===== src/rtl/alu_arbiter.sv =====
// rtl/alu_arbiter.sv - two-requester round-robin front end for a shared combinational ALU
// Accepts one operation at a time, drives the ALU for one cycle, then holds the registered response.
module alu_arbiter #(
  parameter int DATA_W = 32,
  parameter int OP_W   = 4
) (
  input  logic              clk,
  input  logic              rst_n,
  input  logic              req0_valid,
  output logic              req0_ready,
  input  logic [DATA_W-1:0] req0_a,
  input  logic [DATA_W-1:0] req0_b,
  input  logic [OP_W-1:0]   req0_op,
  input  logic              req1_valid,
  output logic              req1_ready,
  input  logic [DATA_W-1:0] req1_a,
  input  logic [DATA_W-1:0] req1_b,
  input  logic [OP_W-1:0]   req1_op,
  output logic [DATA_W-1:0] alu_a,
  output logic [DATA_W-1:0] alu_b,
  output logic [OP_W-1:0]   alu_s,
  input  logic [DATA_W-1:0] alu_result,
  output logic              rsp_valid,
  input  logic              rsp_ready,
  output logic [DATA_W-1:0] rsp_data,
  output logic              rsp_id,
  output logic              rsp_err
);

  localparam logic [OP_W-1:0] LAST_LEGAL_OP = OP_W'(11);

  typedef enum logic [1:0] {
    IDLE  = 2'd0,
    ISSUE = 2'd1,
    RESP  = 2'd2
  } state_t;

  state_t            state;
  state_t            state_nxt;
  logic              last_grant;
  logic              grant_id;
  logic              accept;
  logic              op_illegal;
  logic [DATA_W-1:0] lat_a;
  logic [DATA_W-1:0] lat_b;
  logic [OP_W-1:0]   lat_op;
  logic              lat_id;

  // On a tie the requester that did not win last time is granted.
  always_comb begin
    grant_id = 1'b0;
    if (req0_valid && req1_valid) begin
      grant_id = ~last_grant;
    end else if (req1_valid) begin
      grant_id = 1'b1;
    end
  end

  assign accept     = (state == IDLE) && (req0_valid || req1_valid);
  assign req0_ready = accept && !grant_id;
  assign req1_ready = accept && grant_id;
  assign op_illegal = (lat_op > LAST_LEGAL_OP);

  always_comb begin
    alu_a = '0;
    alu_b = '0;
    alu_s = '0;
    if (state == ISSUE) begin
      alu_a = lat_a;
      alu_b = lat_b;
      alu_s = op_illegal ? '0 : lat_op;
    end
  end

  always_comb begin
    state_nxt = state;
    case (state)
      IDLE:    if (accept) state_nxt = ISSUE;
      ISSUE:   state_nxt = RESP;
      RESP:    if (rsp_ready) state_nxt = IDLE;
      default: state_nxt = IDLE;
    endcase
  end

  always_ff @(posedge clk or negedge rst_n) begin
    if (!rst_n) begin
      state <= IDLE;
    end else begin
      state <= state_nxt;
    end
  end

  always_ff @(posedge clk or negedge rst_n) begin
    if (!rst_n) begin
      last_grant <= 1'b1;
      lat_a      <= '0;
      lat_b      <= '0;
      lat_op     <= '0;
      lat_id     <= 1'b0;
      rsp_valid  <= 1'b0;
      rsp_data   <= '0;
      rsp_id     <= 1'b0;
      rsp_err    <= 1'b0;
    end else begin
      case (state)
        IDLE: begin
          if (accept) begin
            last_grant <= grant_id;
            lat_id     <= grant_id;
            lat_a      <= grant_id ? req1_a  : req0_a;
            lat_b      <= grant_id ? req1_b  : req0_b;
            lat_op     <= grant_id ? req1_op : req0_op;
          end
        end
        ISSUE: begin
          rsp_valid <= 1'b1;
          rsp_data  <= op_illegal ? '0 : alu_result;
          rsp_id    <= lat_id;
          rsp_err   <= op_illegal;
        end
        RESP: begin
          if (rsp_ready) rsp_valid <= 1'b0;
        end
        default: ;
      endcase
    end
  end

endmodule

===== config.mk =====
export PLATFORM = sky130hd
export DESIGN_NAME = alu_arbiter
export DESIGN_NICKNAME = d
export VERILOG_FILES = /design/src/rtl/alu_arbiter.sv
export SDC_FILE = /design/constraint.sdc
export NUM_CORES = 1
export LEC_CHECK = 0
export BUFFER_PORTS_ARGS = -buffer_cell sky130_fd_sc_hd__buf_2
export CORE_MARGIN = 5
export CORE_UTILIZATION = 25
export DETAILED_ROUTE_END_ITERATION = 16
export PLACE_DENSITY = 0.54
export SLEW_MARGIN = 20
export SYNTH_ARGS = -nofsm -noshare
export SYNTH_HDL_FRONTEND = slang
export SYNTH_SLANG_ARGS = --single-unit

===== constraint.sdc =====
create_clock -name clk -period 4.28 [get_ports clk]
set_input_delay 0.428 -clock clk [delete_from_list [all_inputs] [get_ports clk]]
set_output_delay 0.428 -clock clk [all_outputs]
set_load 0.005 [all_outputs]

==> impl_metrics.yaml <==
status:
  status: "finished clean"
worst_setup_path:
  reg2reg_from: "state[1]$_DFFE_PN0P_"
  crit_path_max_fanout: 40
  crit_arrival_ps: 2210
  cp.buffers_inverters: 2
  end_kind: "primary output"
  critPathLaunchType: "register"
  slowest_delay_ps: 740
  worstPathRequired_ps: 3850
  path_delay_family: "simple AND/OR/NAND/NOR gates"
  cp-startpoint: "state[0]$_DFFE_PN0P_"
  cp_cell_sequence: "nor2b_4, buf_4, and2_1, buf_2"
  crit_type: "reg2out"
  crit_path_top_delay_cell: "nor2b_4"
layout:
  syn_to_final_growth_pct: 39.2
  final_nets: 837
  fillCellCount: 2042
  drive_gt1_share_pct: 46.3
  design_area_sq_mm: 0.00677
pwr:
  switching_share_pct: 36.9
  p_clk_share_pct: 18.4
  peakVddDrop_mv: 0.212
  p_leak_uw: 0.00372
  p_per_area_mw_per_mm2: 674
  power_switching_uw: 1680
  power_frac_comb_pct: 42.4
  sequentialPowerShare_pct: 39.3
  p_int_uw: 2880
yosys:
  yosys.area.top_type: "dfrtp_1"
  syn_inst: 409
  synthFlopType: "dfrtp_1"
  seq_area_frac_synth_pct: 55.1
  synth_compound_area_share_pct: 21.5
  synth_xor_area_share_pct: 0
  yosys-mux-area-fraction_pct: 0
  yosys.area_share.adder_pct: 0
  ys_async_sr_fraction_pct: 100
  synth.most_common_cell: "dfrtp_1"
  synth_common_cells: "dfrtp_1, a221o_1, and3_1, and2_1, a22o_1"
  synth_edf_count: 0
  ys_warn_count: 0
  synth.distinct_cells: 21
  yosysTopAreaCellShare_pct: 54.5
  netlist_area_sq_mm: 0.00486
  synthTopCellsByArea: "dfrtp_1, a221o_1, and3_1, and2_1, a22o_1"
  synth-simple-area-share_pct: 18.4
  synth.avg_cell_area_sq_um: 11.9
  syn_nets: 582
  yosys_register_bits: 107
  synth_top_family_by_area: "compound AO/OA/AOI/OAI gates"
global_route:
  grt_pass1_wl_um: 25200
  overflow: 0
  grt_pass1_vias: 4567
  grt_use_met1_pct: 18.5
  grtUsageMet3_pct: 3.73
  grt-busiest-layer: "met2"
  antenna_found_initial: 2
  grt.total_usage_pct: 14.3
  grt_max_degree: 79
  use_met2_pct: 23.1
timing:
  max_freq_ghz: 0.379
  period_needed_ps: 2640
  fin_crit_sh_pct: 61.7
  hold_viol_final: 0
  slew_headroom_pct: 45.6
  rsz0062_at_grt: "false"
  setup_viol: 0
  tightest_slew_ps: 814
  fin_skew_ps: 9.25
  fin_tns_setup_ps: 0
  slew_violations: 0
floorplanning:
  rows: 51
  ioPinCount: 278
  die_area_sq_mm: 0.0223
  core_sq_mm: 0.0193
  die_width_um: 149
  start_util_pct: 25.2
  fp.dieH_um: 149
placed_design:
  gp_congestion: 0.808
  hpwlAfterDp_um: 11500
  place_area_sq_mm: 0.00647
  portBuffers: 277
routing:
  firstDrtPassIters: 6
  drt_wl_total_um: 16500
  drtAntennaViolNets: 0
  drt-initial-drc-count: 145
  num_vias: 4378
  post_drt_wl_per_cell_um: 17.7
  viasPerCell: 4.68
  drc_errors: 0
clocking:
  cts_setup_buffers: 0
  clkLatencyLatePin_ps: 350
  root_buffer: "clkbuf_16"
  cts.clk_slew.worst_paths_ps: 80
  holdBufCountCts: 0
  numCtsBuffers: 9
  cts_max_level: 3
  clock_path_buffers: 2
  cts.sinks: 107
  cts_tree: "done"
  cts-resized-gates: 0
flow_run:
  maxCapViolations: 0
hold_path:
  hold_class: "in2async"
logic make-up (layout without fill, tap and decap cells):
family,count (synthesis),count (layout)
compound gates,110,110
simple gates,145,145
flops,107,107
buf+inv,47,307
other cells,0,1
per-layer routing:
metal / part of all wire [%] / wire length (um) / vias to the layer above
met5: 0.079 / 13 / -
met4: 2.8 / 456 / 2
met3: 7.2 / 1200 / 33
met2: 48 / 7960 / 176
met1: 42 / 6880 / 2108
li1: - / - / 2059
registers in the layout, indices dropped and copies added (netlist names):
name / count
last_grant: 1
lat_a: 32
lat_b: 32
lat_id: 1
lat_op: 4
rsp_data: 32
rsp_err: 1
rsp_id: 1
rsp_valid: 1
state: 2
metrics by stage:
stage,power (uW),instances,utilization [%],hold slack (ps),worst slack [ps]
floorplan,2990,409,-,132,2480
global placement,3770,918,33.5,460,2030
detailed placement,3800,918,33.5,474,1950
CTS,4660,934,35.0,262,1550
global route,4940,935,35.0,170,1420
finish,4570,935,35.0,102,1640
placed cells by master (no fill, tap or decap), types with 3 or more instances in the layout:
| cell | Yosys | final |
|---|---|---|
| clkbuf_16 | 0 | 9 |
| and2_1 | 67 | 67 |
| a21oi_1 | 5 | 4 |
| dfrtp_1 | 106 | 106 |
| buf_4 | 0 | 8 |
| inv_1 | 4 | 4 |
| and3_1 | 68 | 68 |
| a22o_1 | 32 | 32 |
| buf_2 | 12 | 276 |
| inv_8 | 0 | 3 |
| a221o_1 | 68 | 68 |
power by group through the flow:
stage / sequential (uW) / combinational (uW) / clock (uW)
after floorplan: 1730 / 1260 / 0
after global placement: 1810 / 1960 / 0
after detailed placement: 1800 / 1990 / 0
after CTS: 1800 / 1990 / 877
after global routing: 1860 / 2160 / 918
final: 1790 / 1940 / 838
area by class of cell:
type / count / area, sq um / share of cell area, %
antenna: 1 / 2.50 / 0.0370
clock inverter: 7 / 67.6 / 0.998
multi-input combinational: 255 / 1970 / 29.2
sequential: 107 / 2680 / 39.6
timing repair buffer: 286 / 1470 / 21.7
tap: 265 / 332 / 4.90
inverter: 5 / 18.8 / 0.277
clock buffer: 9 / 225 / 3.33
path summary, 6_finish.rpt:
kind                                         endpoint  slack [ps]  cells past startpoint
worst max register to register  lat_a[31]$_DFFE_PN0P_        2010                      4
min in group clk                 state[1]$_DFFE_PN0P_         290                      2
max in group asynchronous       lat_b[15]$_DFFE_PN0P_        3290                      2
worst min register to register     rsp_id$_DFFE_PN0N_         490                      2
worst max-delay path                        alu_a[29]        1640                      4
worst min-delay path            lat_a[12]$_DFFE_PN0P_         100                      1
No activity file was read; power rests on OpenSTA's default activity.
